**config.mk**
```make
export PLATFORM = sky130hd
export DESIGN_NAME = xcache_req_route_flat
export DESIGN_NICKNAME = d
export VERILOG_FILES = /design/src/rtl/xcache_param_pkg.sv /design/src/rtl/xcache_req_route_if.sv /design/src/rtl/xcache_part_prienc.sv /design/src/rtl/xcache_req_route.sv /design/src/flat_wrapper.sv
export SDC_FILE = /design/constraint.sdc
export NUM_CORES = 1
export LEC_CHECK = 0
export BUFFER_PORTS_ARGS = -buffer_cell sky130_fd_sc_hd__buf_2
export CORE_AREA = 2 2 133 135
export CTS_BUF_LIST = sky130_fd_sc_hd__clkbuf_8
export CTS_CLUSTER_DIAMETER = 120
export DETAILED_ROUTE_END_ITERATION = 8
export DIE_AREA = 0 0 135 137
export SETUP_SLACK_MARGIN = 0.5
export SYNTH_ARGS = -nofsm -noshare
export SYNTH_HDL_FRONTEND = slang
export SYNTH_SLANG_ARGS = --single-unit
```
**constraint.sdc**
```tcl
create_clock -name clk -period 2.36 [get_ports clk]
set_input_delay 0.118 -clock clk [delete_from_list [all_inputs] [get_ports clk]]
set_output_delay 0.118 -clock clk [all_outputs]
set_load 0.02 [all_outputs]
```
**src/rtl/xcache_param_pkg.sv**
```systemverilog
// Shared xcache parameters and the request-routing types used by the
// request router and the write-back path.
package xcache_param_pkg;

  localparam int XMEM_AW            = 32;
  localparam int MAX_PARTITION      = 4;
  localparam int LOG2_MAX_PARTITION = 2;

  localparam string RANGE_SCALAR = "SCALAR";
  localparam string RANGE_ARRAY  = "ARRAY";
  localparam string RANGE_CYCLIC = "CYCLIC";

  // The tag field is sized for the widest supported ID; users keep the low ID_W bits.
  localparam int ROUTE_ID_MAX_W = 16;

  typedef struct packed {
    logic [XMEM_AW-1:0]        adr;
    logic                      we;
    logic [ROUTE_ID_MAX_W-1:0] id;
  } route_req_t;

endpackage

```
**src/rtl/xcache_req_route_if.sv**
```systemverilog
// Request-in / routed-request-out bundle of the xcache request router.
interface xcache_req_route_if
  import xcache_param_pkg::*;
#(
  parameter int ID_W   = 4,
  parameter int BANK_W = 2
);
  // Handshake on both sides: a transfer happens on a rising clk edge where
  // valid & ready are both 1; valid never waits on ready, and payload is
  // held stable while valid is 1 and ready is 0.
  logic                          in_valid;
  logic                          in_ready;
  logic [XMEM_AW-1:0]            in_adr;
  logic                          in_we;
  logic [ID_W-1:0]               in_id;

  logic                          out_valid;
  logic                          out_ready;
  logic [XMEM_AW-1:0]            out_adr;
  logic [LOG2_MAX_PARTITION-1:0] out_partIdx;
  logic [BANK_W-1:0]             out_bankSel;
  logic                          out_miss;
  logic                          out_we;
  logic [ID_W-1:0]               out_id;

  modport master (
    output in_valid, in_adr, in_we, in_id, out_ready,
    input  in_ready, out_valid, out_adr, out_partIdx, out_bankSel, out_miss, out_we, out_id
  );

  modport slave (
    input  in_valid, in_adr, in_we, in_id, out_ready,
    output in_ready, out_valid, out_adr, out_partIdx, out_bankSel, out_miss, out_we, out_id
  );

endinterface

```
**src/rtl/xcache_part_prienc.sv**
```systemverilog
// Partition match vector to index priority encoder; lowest set bit wins.
module xcache_part_prienc #(
  parameter int NUM   = 4,
  parameter int IDX_W = 2
) (
  input  logic [NUM-1:0]   match,
  output logic [IDX_W-1:0] idx,
  output logic             miss
);

  // Scan downward so the lowest matching index is the last to be written.
  always_comb begin
    idx  = '0;
    miss = 1'b1;
    for (int i = NUM - 1; i >= 0; i--) begin
      if (match[i]) begin
        idx  = IDX_W'(i);
        miss = 1'b0;
      end
    end
  end

endmodule

```
**src/rtl/xcache_req_route.sv**
```systemverilog
// Two-stage request router: S1 registers the request and its partition match
// vector, S2 resolves partition/bank into the registered output bundle.
module xcache_req_route
  import xcache_param_pkg::*;
#(
  parameter string RANGE_TYPE = "SCALAR",
  parameter int    NUM_BANK   = 4,
  parameter int    ID_W       = 4,
  localparam int   BANK_W     = (NUM_BANK > 1) ? $clog2(NUM_BANK) : 1
) (
  input  logic                     clk,
  input  logic                     rst,
  xcache_req_route_if.slave        bus,
  input  logic [XMEM_AW-1:0]       rangeStart [MAX_PARTITION],
  input  logic [XMEM_AW-1:0]       rangeEnd   [MAX_PARTITION],
  input  logic [MAX_PARTITION-1:0] partEn,
  output logic                     busy
);

  route_req_t                      inReq, s1Req;
  logic [MAX_PARTITION-1:0]        inMatch, s1Match;
  logic                            s1V, outV, s2Adv, inReadyInt;
  logic [LOG2_MAX_PARTITION-1:0]   resIdx;
  logic                            resMiss;
  logic [BANK_W-1:0]               resBank;
  logic                            unusedIdBits;

  assign inReq = '{adr: bus.in_adr, we: bus.in_we, id: ROUTE_ID_MAX_W'(bus.in_id)};
  assign unusedIdBits = ^s1Req.id;

  // Config is sampled here only; rangeEnd == 0 naturally never matches.
  always_comb begin
    inMatch = '0;
    for (int i = 0; i < MAX_PARTITION; i++) begin
      inMatch[i] = partEn[i] & (bus.in_adr >= rangeStart[i]) & (bus.in_adr < rangeEnd[i]);
    end
  end

  generate
    if (RANGE_TYPE == RANGE_SCALAR) begin : g_scalar
      xcache_part_prienc #(
        .NUM   (MAX_PARTITION),
        .IDX_W (LOG2_MAX_PARTITION)
      ) u_prienc (
        .match (s1Match),
        .idx   (resIdx),
        .miss  (resMiss)
      );
    end else begin : g_unpart
      logic unusedMatch;
      assign unusedMatch = ^s1Match;
      assign resIdx      = '0;
      assign resMiss     = 1'b0;
    end

    if (NUM_BANK > 1) begin : g_bank
      assign resBank = s1Req.adr[2 +: BANK_W];
    end else begin : g_onebank
      assign resBank = '0;
    end
  endgenerate

  // Each stage advances when empty or when its content leaves this cycle.
  assign s2Adv      = !outV | bus.out_ready;
  assign inReadyInt = !s1V | s2Adv;
  assign bus.in_ready  = inReadyInt;
  assign bus.out_valid = outV;
  assign busy          = s1V | outV;

  always_ff @(posedge clk or posedge rst) begin
    if (rst) begin
      s1V             <= 1'b0;
      s1Req           <= '0;
      s1Match         <= '0;
      outV            <= 1'b0;
      bus.out_adr     <= '0;
      bus.out_partIdx <= '0;
      bus.out_bankSel <= '0;
      bus.out_miss    <= 1'b0;
      bus.out_we      <= 1'b0;
      bus.out_id      <= '0;
    end else begin
      if (inReadyInt) begin
        s1V <= bus.in_valid;
        if (bus.in_valid) begin
          s1Req   <= inReq;
          s1Match <= inMatch;
        end
      end
      if (s2Adv) begin
        outV <= s1V;
        if (s1V) begin
          bus.out_adr     <= s1Req.adr;
          bus.out_partIdx <= resIdx;
          bus.out_bankSel <= resBank;
          bus.out_miss    <= resMiss;
          bus.out_we      <= s1Req.we;
          bus.out_id      <= s1Req.id[ID_W-1:0];
        end
      end
    end
  end

endmodule

```
**src/flat_wrapper.sv**
```systemverilog
// flat-port wrapper written by rule: the top's interface ports become plain ports
module xcache_req_route_flat import xcache_param_pkg::*;
#(
  parameter string RANGE_TYPE = "      ",
  parameter int    NUM_BANK   = 4,
  parameter int    ID_W       = 4,
  localparam int   BANK_W     = (NUM_BANK > 1) ? $clog2(NUM_BANK) : 1
)
  (clk, rst, rangeStart, rangeEnd, partEn, busy, bus_in_valid, bus_in_adr, bus_in_we, bus_in_id, bus_out_ready, bus_in_ready, bus_out_valid, bus_out_adr, bus_out_partIdx, bus_out_bankSel, bus_out_miss, bus_out_we, bus_out_id);
  xcache_req_route_if #(.ID_W(ID_W), .BANK_W(2)) bus_i ();
  input  logic clk;
  input  logic rst;
  input  logic [XMEM_AW-1:0] rangeStart[MAX_PARTITION];
  input  logic [XMEM_AW-1:0] rangeEnd[MAX_PARTITION];
  input  logic [MAX_PARTITION-1:0] partEn;
  output logic busy;
  input wire logic [$bits(bus_i.in_valid)-1:0] bus_in_valid;
  input wire logic [$bits(bus_i.in_adr)-1:0] bus_in_adr;
  input wire logic [$bits(bus_i.in_we)-1:0] bus_in_we;
  input wire logic [$bits(bus_i.in_id)-1:0] bus_in_id;
  input wire logic [$bits(bus_i.out_ready)-1:0] bus_out_ready;
  output wire logic [$bits(bus_i.in_ready)-1:0] bus_in_ready;
  output wire logic [$bits(bus_i.out_valid)-1:0] bus_out_valid;
  output wire logic [$bits(bus_i.out_adr)-1:0] bus_out_adr;
  output wire logic [$bits(bus_i.out_partIdx)-1:0] bus_out_partIdx;
  output wire logic [$bits(bus_i.out_bankSel)-1:0] bus_out_bankSel;
  output wire logic [$bits(bus_i.out_miss)-1:0] bus_out_miss;
  output wire logic [$bits(bus_i.out_we)-1:0] bus_out_we;
  output wire logic [$bits(bus_i.out_id)-1:0] bus_out_id;
  assign bus_i.in_valid = bus_in_valid;
  assign bus_i.in_adr = bus_in_adr;
  assign bus_i.in_we = bus_in_we;
  assign bus_i.in_id = bus_in_id;
  assign bus_i.out_ready = bus_out_ready;
  assign bus_in_ready = bus_i.in_ready;
  assign bus_out_valid = bus_i.out_valid;
  assign bus_out_adr = bus_i.out_adr;
  assign bus_out_partIdx = bus_i.out_partIdx;
  assign bus_out_bankSel = bus_i.out_bankSel;
  assign bus_out_miss = bus_i.out_miss;
  assign bus_out_we = bus_i.out_we;
  assign bus_out_id = bus_i.out_id;
  xcache_req_route #(.RANGE_TYPE(RANGE_TYPE), .NUM_BANK(NUM_BANK), .ID_W(ID_W)) u_core (.clk(clk), .rst(rst), .bus(bus_i), .rangeStart(rangeStart), .rangeEnd(rangeEnd), .partEn(partEn), .busy(busy));
endmodule
```
Word level (Yosys, flattened, before mapping)

Cells that the tools add are included.

Bits in registers: 78
Bits of input ports: 301
Output and inout bits: 45

Bitwise operators: 3
Reduce and logical (&&, ||, !) cells: 4

Operators by type and width:

| operator            | number |
|---|---|
| 2-bit AND reduction | 2 |
| 1-bit OR            | 3 |
| 1-bit logical NOT   | 2 |

Depth between registers and ports, before layout

Gate-level depths: netlist of the first run.

Word-level depth: 4
Gate-level depth with buffers: 4
Mapped depth without buffers: 3

Least setup slack after synthesis of the first run

Ideal clock, no wire load.

Kind: flip-flop to flip-flop
Start point: register u_core.outV (netlist: u_core.bus.out_valid)
End point: register u_core.s1Req, in the netlist u_core.resBank[0]
Setup time: 0.125 ns
Arrival: 1.276 ns
Data required time: 2.235 ns
Setup slack: 0.959 ns
Cell stages (with the launch flop): 5
Buffers on the path: 1
Clock period less this slack: 1.401 ns
Cells stage by stage: dfrtp_1 -> nand3b_4 -> nand2_8 -> buf_12 -> mux2_4

Word-level cells in the longest chain between the ends: 4

RTL lines:

| element                       | RTL line               | RTL |
|---|---|---|
| from (decl)                   | xcache_req_route.sv:22 | `logic s1V, outV, s2Adv, inReadyInt;` |
| from (signal assigned)        | xcache_req_route.sv:91 | `outV <= s1V;` |
| 1-bit logical NOT             | xcache_req_route.sv:64 | `assign s2Adv = !outV \| bus.out_ready;` |
| 1-bit OR                      | xcache_req_route.sv:64 |  |
| 1-bit OR                      | xcache_req_route.sv:65 | `assign inReadyInt = !s1V \| s2Adv;` |
| named net bus_in_ready        | flat_wrapper.sv:22     | `output wire logic [$bits(bus_i.in_ready)-1:0] bus_in_ready;` |
| 2-bit AND reduction (no line) | n/a                    |  |
| to (signal assigned)          | xcache_req_route.sv:86 | `s1Req <= inReq;` |
| to (decl)                     | xcache_req_route.sv:20 | `route_req_t inReq, s1Req;` |

The timed path passes the listed nets, and every way through them passes these cells.
A chain may end at the register's enable or synchronous reset.

Final worst setup path of the first run

Start point: register u_core.outV (netlist: u_core.bus.out_valid)
End point: register u_core.bus.out_adr[21]

Word-level cells in the longest chain between the ends: 3

RTL lines:

| element                       | RTL line                  | RTL |
|---|---|---|
| 1-bit logical NOT             | xcache_req_route.sv:64    |  |
| 1-bit OR                      | xcache_req_route.sv:64    |  |
| 2-bit AND reduction (no line) | n/a                       |  |
| to (signal assigned)          | xcache_req_route.sv:93    | `bus.out_adr <= s1Req.adr;` |
| to (decl)                     | xcache_req_route_if.sv:33 | `output in_ready, out_valid, out_adr, out_partIdx, out_bankSel, out_miss, out_we, out_id` |

Every way passes these cells.

==> results of run 1 <==
[metal layers]
layer / share of wire / vias up
li1: - / 833
met1: 0.42 / 906
met2: 0.51 / 48
met3: 0.038 / 12
met4: 0.036 / 0
met5: 0 / -
[layout make-up]
class | count | area share
Clock inverter | 5 | 0.0230
Timing Repair Buffer | 122 | 0.191
Sequential cell | 76 | 0.443
Clock buffer | 11 | 0.0352
Tap cell | 225 | 0.0655
Multi-Input combinational cell | 84 | 0.241
Inverter | 1 | 0.00175
[worst max-delay path, stage by stage (launching register included)]
cell and delay [ps]:
dfrtp_1 420, nand2b_1 140, nand2_4 450, mux2_2 400
[worst paths after layout]
path	startpoint	to	slack, ps	cells after the start
max	u_core.bus.out_valid	u_core.bus.out_adr[21]	810	3
min	bus_out_ready	u_core.bus.out_valid	140	3
max reg2reg	u_core.bus.out_valid	u_core.bus.out_adr[21]	810	3
min reg2reg	u_core.bus.out_adr[21]	u_core.bus.out_adr[21]	500	1
max in group asynchronous	rst	u_core.s1Req[45]	1320	4
min in group asynchronous	rst	u_core.bus.out_adr[6]	370	3
[cells in the final DEF, fill, tap and decap left out]
cell and count:
conb_1 3, dlygate4sd3_1 39, mux2_2 44, clkinv_2 1, mux2_4 30, bufinv_16 3
buf_12 1, dfrtp_1 76, inv_1 1, nand3b_4 1, or2b_1 1, or2_2 1
nand2_8 1, nand2b_1 2, clkinvlp_4 1, buf_2 82, clkbuf_8 11, nand2_4 1
[sequential cells by signal, indices dropped and copies added (netlist names)]
register / cells
u_core.s1Req: 35
u_core.bus.out_adr: 31
u_core.bus.out_id: 4
u_core.resBank: 2
u_core.bus.out_bankSel: 1
u_core.bus.out_valid: 1
u_core.bus.out_we: 1
u_core.s1V: 1
[through the flow]
stage | instances | total power, mW | area, µm²
global route | 524 | 4.11 | 4300
global placement | 469 | 2.60 | 3660
CTS | 524 | 3.98 | 4300
floorplan | 172 | 2.35 | 3080
detailed placement | 469 | 2.64 | 3660
finish | 524 | 3.89 | 4300
[report_power, final]
group	internal [mW]	leakage (nW)	switching (mW)	total [mW]
clock	0.755	0.131	0.488	1.24
sequential	1.57	0.886	0.134	1.70
combinational	0.464	0.973	0.481	0.946
total	2.78	1.99	1.10	3.89
[timing repair]
action | in CTS | in global routing
hold buffers | 39 | 0
buffers inserted | 0 | 0
endpoints found under the hold margin | 62 | 0
[cell families (layout without fill, tap and decap cells)]
family	count (synthesis)	count (layout)	synth area share
flops	76	76	0.621
mux	74	74	0.309
buf+inv	12	139	0.0441
simple gates	7	7	0.0253
other cells	1	3	0.00122
==> results.json, run 1 <==
{
  "grt.busiest_layer": "met2",
  "overflow": 0,
  "diodes": 0,
  "critPathKind": "reg2reg",
  "clk_latency_ps": 360,
  "die_w_um": 135,
  "register_area_mm2": 0.00190,
  "multi_input_area_mm2": 0.00103,
  "rsz0062_at_grt": "no",
  "synth_seq_cells": 76,
  "wl_per_cell_um": 12.3,
  "ctsResizeCount": 0,
  "post-place-ws_ps": 788,
  "drt_wl_total_mm": 6.45,
  "grtUsageMet1": 0.0852,
  "synth_edf_count": 0,
  "firstDrtPassIters": 3,
  "worstPathArrival_ps": 1800,
  "globalplace.congestion": 0.655,
  "clock-sinks": 76,
  "yosysTopAreaCellShare": 0.621,
  "worst_slack_ps": 811,
  "crit_required_ps": 2610,
  "yosysMostFrequentCell": "dfrtp_1",
  "fin_crit_sh": 0.656,
  "syn_area_mm2": 0.00306,
  "cp-end-kind": "register",
  "cts_tree": "done",
  "worstMarginPinSlew_ps": 582,
  "grt_use_total": 0.0762,
  "status": "finished clean",
  "power.density_mw_per_mm2": 905,
  "via_count": 1799,
  "grt_pass1_vias": 1964,
  "fp.dieH_um": 137,
  "yosysUniqueCellTypes": 14,
  "netlist_top_cells_count": "76 x dfrtp_1, 44 x mux2_2, 30 x mux2_4",
  "dp_hpwl_mm": 4.07,
  "finClkSkew_ps": 9.60,
  "relSlewSlack": 0.611,
  "hold_viol": 0,
  "min_period_ps": 1550,
  "finalNetCount": 595,
  "synth_seq_area_share": 0.621,
  "startpoint_type": "register",
  "via_per_inst": 3.43,
  "ys_top_cells_by_area": "dfrtp_1 62%, mux2_2 16%, mux2_4 15%",
  "met3_usage": 0.0204,
  "start_util": 0.180,
  "coreArea_mm2": 0.0171,
  "peakVddDrop_mv": 0.267,
  "pin_count": 346,
  "setup_viol": 0,
  "cts_buffer_depth": 2,
  "max-cap-violations": 0,
  "ant_nets": 0,
  "drt_iter0_markers": 30,
  "syn_inst": 170,
  "antenna_found_initial": 0,
  "p_leak_nw": 1.99,
  "drc": 0,
  "row_count": 48,
  "cts-root-buf": "clkbuf_8",
  "htree_levels": 3,
  "drive_gt1_frac": 0.592,
  "syn_avg_cell_area_um2": 18.0,
  "hold_ws_ps": 135,
  "fin_setup_tns_ps": 0,
  "synth_warnings": 0,
  "max_freq_ghz": 0.645,
  "cp_max_fo": 37,
  "fill_cells": 1789,
  "synthFlopType": "dfrtp_1",
  "worstHoldPathType": "in2reg",
  "async_reset_ff_frac": 1.00,
  "grt_first_pass_wirelength_mm": 10.3,
  "path_clk_slew_ps": 80,
  "grt_max_degree": 53,
  "fin_util": 0.252,
  "gr-usage-met2": 0.123,
  "dieArea_mm2": 0.0185,
  "port_buffers": 82,
  "syn2layout_area_growth_pct": 40.2,
  "cts_buffers": 9,
  "yosysTopAreaCell": "dfrtp_1",
  "slew_violations": 0
}
(Power assumes the default switching activity.)
==> inputs of run 2 (changes only) <==
==> constraint.sdc (replaced) <==
create_clock -name clk -period 1.45 [get_ports clk]
set_input_delay 0.0725 -clock clk [delete_from_list [all_inputs] [get_ports clk]]
set_output_delay 0.0725 -clock clk [all_outputs]
set_load 0.02 [all_outputs]
==> run 2 against run 1 <==
  * Die area stayed put
  * Sequential share of layout area is 5.9 points lower
  * Final cell count is 4.6% higher
  * Wire length is 12% higher
  * Register-to-register slack worse by 690 ps
  * Core utilization is 3.9 points higher
  * Count of clock-buffer cells in the layout is 1 lower
  * Clock skew is 1.4 ps lower
  * Combinational power is 130% higher
  * Sequential cell count stayed put
  * Critical path depth is 1 higher
  * Critical path type unchanged
==> results.json, run 2 (synthesis gave the netlist of run 1 again) <==
{
  "dieArea_mm2": 0.0185,
  "drt_iter0_markers": 21,
  "via_per_inst": 3.46,
  "grt_use_total": 0.0781,
  "dp_hpwl_mm": 4.50,
  "cp_max_fo": 14,
  "port_buffers": 82,
  "largest_reg_flops": 35,
  "post-route-cell-area_mm2": 0.00496,
  "startpoint_type": "register",
  "drt_wl_total_mm": 7.19,
  "syn2layout_area_growth_pct": 61.8,
  "crit_chain": "nand3b_4, nand2_8, buf_12, mux2_4",
  "grt_first_pass_wirelength_mm": 10.6,
  "fin_crit_sh": 0.915,
  "p_leak_nw": 2.32,
  "cp_top_family": "flip-flops",
  "antenna_found_initial": 0,
  "htree_levels": 3,
  "cp_slowest_cell": "dfrtp_2",
  "placed_area_mm2": 0.00380,
  "pin_count": 346,
  "power.density_mw_per_mm2": 1420,
  "multi_input_area_mm2": 0.00109,
  "clock-sinks": 76,
  "cts_tree": "done",
  "ant_nets": 0,
  "worstHoldPathType": "in2reg",
  "crit_buf_inv": 1,
  "worstPathArrival_ps": 1570,
  "drc": 0,
  "critPathKind": "reg2reg",
  "rsz0062_at_grt": "yes",
  "die_w_um": 135,
  "hold_viol": 0,
  "fp.dieH_um": 137,
  "top_register": "u_core.s1Req",
  "diodes": 0,
  "cts_buffer_depth": 2,
  "grt_pass1_vias": 2043,
  "peakVddDrop_mv": 0.577,
  "overflow": 0,
  "finClkSkew_ps": 8.19,
  "cp-end-kind": "register",
  "fill_cells": 1708,
  "via_count": 1896,
  "finalNetCount": 619,
  "max-cap-violations": 0,
  "globalplace.congestion": 0.638,
  "status": "finished clean",
  "layout_commonest_cell": "dfrtp_1",
  "start_util": 0.180,
  "clk_latency_ps": 360,
  "drive_gt1_frac": 0.635,
  "path_clk_slew_ps": 80,
  "fin_setup_tns_ps": 0,
  "final_cell_mix": "74 x dfrtp_1, 43 x mux2_4, 43 x buf_6",
  "row_count": 48,
  "wl_per_cell_um": 13.1,
  "crit_required_ps": 1690,
  "setup_viol": 0,
  "firstDrtPassIters": 3,
  "max_freq_ghz": 0.754,
  "slew_violations": 0,
  "register_area_mm2": 0.00190,
  "min_period_ps": 1330,
  "coreArea_mm2": 0.0171,
  "cts-root-buf": "clkbuf_8",
  "slowest_delay_ps": 440,
  "top_regs": "u_core.s1Req: 35 flops, u_core.bus.out_adr: 31 flops, u_core.bus.out_id: 4 flops",
  "cts_buffers": 9,
  "grt_max_degree": 35
}
## run 2: what timing repair did
action / 4_1_cts / 5_1_grt
endpoints found under the hold margin: 51 / 0
endpoints found under the setup margin: 116 / 117
cloned: 1 / 2
buffers inserted: 8 / 6
gates resized for setup: 85 / 17
pin swaps: 0 / 2
hold buffers: 39 / 0
## run 2: report_power, final
| part | switching, mW | total, mW | internal [mW] |
|---|---|---|---|
| sequential | 0.298 | 2.85 | 2.55 |
| clock | 0.808 | 2.00 | 1.19 |
| combinational | 0.847 | 2.20 | 1.35 |
## run 2: cell type report
class / instances / share of cell area
Clock buffer: 10 / 0.0278
Sequential cell: 76 / 0.384
Inverter: 1 / 0.00151
Timing Repair Buffer: 146 / 0.287
Tap cell: 225 / 0.0568
Clock inverter: 6 / 0.0225
Multi-Input combinational cell: 84 / 0.221
## run 2: worst register-to-register path: stages, from the launching register on
cell and delay (ps):
dfrtp_2 440, nand3b_4 130, nand2_8 120, buf_12 180
mux2_4 330
## run 2: layer usage
layer / vias up / GRT usage / part of all wire
met1: 956 / 0.0853 / 0.40
met2: 48 / 0.131 / 0.53
met4: 0 / 0.0353 / 0.017
li1: 879 / - / -
met3: 13 / 0.0344 / 0.055
met5: - / 0 / 0
## run 2: through the flow
stage | instances | power, mW | hold slack (ps) | util | setup WS, ps
2_1_floorplan | 172 | 3.83 | 175 | - | 142
3_3_place_gp | 476 | 4.30 | 105 | 0.223 | 101
3_5_place_dp | 476 | 4.36 | 111 | 0.223 | 82.9
4_1_cts | 540 | 7.00 | 73.3 | 0.282 | 125
5_1_grt | 548 | 7.42 | 89.5 | 0.291 | 74.6
6_report | 548 | 7.05 | 113 | 0.291 | 124
## run 2: path summary, 6_finish.rpt
path,from,to,slack (ps),cells past startpoint
worst max-delay path,u_core.bus.out_valid,u_core.s1Req[25],120,4
worst min-delay path,bus_out_ready,u_core.bus.out_valid,110,4
worst max register to register,u_core.bus.out_valid,u_core.s1Req[25],120,4
worst min register to register,u_core.s1Req[43],u_core.bus.out_adr[26],510,1
max in group asynchronous,rst,u_core.s1Req[16],700,4
min in group asynchronous,rst,u_core.s1Req[21],270,3
==> inputs of run 3 (changes only) <==
--- a/config.mk
+++ b/config.mk
@@ -5,12 +5,12 @@
 export SDC_FILE = /design/constraint.sdc
 export NUM_CORES = 1
 export LEC_CHECK = 0
-export BUFFER_PORTS_ARGS = -buffer_cell sky130_fd_sc_hd__buf_2
 export CORE_AREA = 2 2 133 135
 export CTS_BUF_LIST = sky130_fd_sc_hd__clkbuf_8
 export CTS_CLUSTER_DIAMETER = 120
 export DETAILED_ROUTE_END_ITERATION = 8
 export DIE_AREA = 0 0 135 137
+export DONT_BUFFER_PORTS = 1
 export SETUP_SLACK_MARGIN = 0.5
 export SYNTH_ARGS = -nofsm -noshare
 export SYNTH_HDL_FRONTEND = slang
==> constraint.sdc (replaced) <==
create_clock -name clk -period 1.07 [get_ports clk]
set_input_delay 0.0535 -clock clk [delete_from_list [all_inputs] [get_ports clk]]
set_output_delay 0.0535 -clock clk [all_outputs]
set_load 0.02 [all_outputs]
==> run 3 against run 2 <==
  * Sequential share of layout area increased by 7.5 points
  * Clock power rose by 12%
  * Highest routed layer unchanged
  * Design area is 16% lower
  * The run now ends with hold timing, setup timing left
  * Largest power group unchanged
  * Die area unchanged
  * Wire length fell by 12%
  * Hold slack worse by 450 ps
  * Register-to-register slack got worse by 350 ps
  * Count of clock-buffer cells in the layout unchanged
==> results.json, run 3 (synthesis gave the netlist of run 1 again) <==
{
  "status": "finished with violations",
  "violations": "hold timing, setup timing",
  "cts-root-buf": "clkbuf_8",
  "cts_buffers": 9,
  "p_leak_nw": 1.85,
  "grt_max_degree": 77,
  "max-cap-violations": 0,
  "cts_tree": "done",
  "syn2layout_area_growth_pct": 36.1,
  "via_count": 1576,
  "htree_levels": 3,
  "pin_count": 346,
  "post-place-ws_ps": -269,
  "crit_buf_inv": 1,
  "fill_cells": 1771,
  "hold_viol": 103,
  "port_buffers": 0,
  "cp_max_fo": 15,
  "startpoint_type": "register",
  "drt_wl_total_mm": 6.31,
  "largest_reg_flops": 35,
  "overflow": 0,
  "clk_latency_ps": 360,
  "critPathKind": "reg2reg",
  "hold_ws_ps": -333,
  "crit_chain": "nand3b_4, nand2_8, buf_12, mux2_4",
  "worst_slack_ps": -231,
  "drc": 0,
  "globalplace.congestion": 0.667,
  "cp_top_family": "flip-flops",
  "placed_area_mm2": 0.00360,
  "slowest_delay_ps": 440,
  "via_per_inst": 3.42,
  "ant_nets": 0,
  "path_clk_slew_ps": 80,
  "final_cell_mix": "68 x dfrtp_1, 37 x mux2_2, 37 x mux2_4",
  "reg2regPathDepth": 4,
  "post-route-cell-area_mm2": 0.00417,
  "crit_required_ps": 1310,
  "register_area_mm2": 0.00191,
  "power.density_mw_per_mm2": 2050,
  "coreArea_mm2": 0.0171,
  "slew_violations": 0,
  "firstDrtPassIters": 3,
  "cp_slowest_cell": "dfrtp_2",
  "min_period_ps": 1300,
  "layout_commonest_cell": "dfrtp_1",
  "dp.cells": 427,
  "clock-sinks": 76,
  "antenna_found_initial": 0,
  "row_count": 48,
  "wl_per_cell_um": 13.7,
  "top_register": "u_core.s1Req",
  "multi_input_area_mm2": 0.00107,
  "fin_crit_sh": 1.22,
  "die_w_um": 135,
  "peakVddDrop_mv": 0.778,
  "instances_no_fill": 461,
  "start_util": 0.180,
  "grt_use_total": 0.0722,
  "dieArea_mm2": 0.0185,
  "finClkSkew_ps": 9.48,
  "rsz0062_at_grt": "yes",
  "diodes": 0,
  "crit-reg2reg-launch": "u_core.bus.out_valid",
  "cts_buffer_depth": 2,
  "worstHoldPathType": "in2async",
  "fp.dieH_um": 137,
  "top_regs": "u_core.s1Req: 35 flops, u_core.bus.out_adr: 31 flops, u_core.bus.out_id: 4 flops",
  "max_freq_ghz": 0.769,
  "grt_first_pass_wirelength_mm": 9.74,
  "worstPathArrival_ps": 1540,
  "fin_util": 0.244,
  "cts_hold_buf": 12,
  "r2r_slack_ps": -230,
  "drt_iter0_markers": 19,
  "dp_hpwl_mm": 4.08,
  "finalNetCount": 532,
  "cp-end-kind": "register",
  "setup_viol": 77,
  "timing.rr.end": "u_core.s1Req[21]",
  "grt_pass1_vias": 1739,
  "drive_gt1_frac": 0.640
}
## run 3: worst reg2reg max path, stage by stage, from the launching register on
cell and delay (ps):
dfrtp_2 440, nand3b_4 130, nand2_8 110, buf_12 180, mux2_4 330
## run 3: what timing repair did
item | CTS | global route
pin swaps | 0 | 1
gates cloned | 0 | 1
setup buffers | 4 | 1
endpoints found under the hold margin | 115 | 103
endpoints found under the setup margin | 118 | 118
resized for setup | 49 | 3
## run 3: power breakdown
group	internal [mW]	switching (mW)	leakage, nW
Combinational	1.40	0.986	0.874
Sequential	3.47	0.444	0.879
Clock	1.14	1.10	0.0983
Total	6.01	2.53	1.85
## run 3: worst max path at each step
stage               slack, ps               endpoint  cells past startpoint            startpoint
finish                   -230       u_core.s1Req[21]                      4  u_core.bus.out_valid
global route             -260  u_core.bus.out_adr[5]                      4  u_core.bus.out_valid
CTS                      -240  u_core.bus.out_adr[6]                      4  u_core.bus.out_valid
detailed placement       -270       u_core.s1Req[16]                      4            u_core.s1V
global placement         -220       u_core.s1Req[46]                      4            u_core.s1V
floorplan                -240      u_core.resBank[0]                      4  u_core.bus.out_valid
## run 3: per-stage QoR
stage | setup TNS [ps] | power [mW]
finish | -14690 | 8.53
global route | -18000 | 9.02
CTS | -15640 | 8.66
detailed placement | -16270 | 5.95
global placement | -13990 | 5.87
floorplan | -15880 | 5.21
## run 3: cell type report
cell class,instances,area share
tap,225,0.0675
clock buffer,10,0.0330
multi-input combinational,84,0.257
sequential,76,0.459
inverter,1,0.00180
clock inverter,6,0.0153
timing repair buffer,59,0.167
## run 3: per-layer routing
metal  up-vias  share of wire  global-route usage
met3        12          0.075              0.0374
met1       810           0.42              0.0833
met2        51           0.48               0.110
met4         0          0.020              0.0365
li1        703              -                   -
met5         -              0                   0
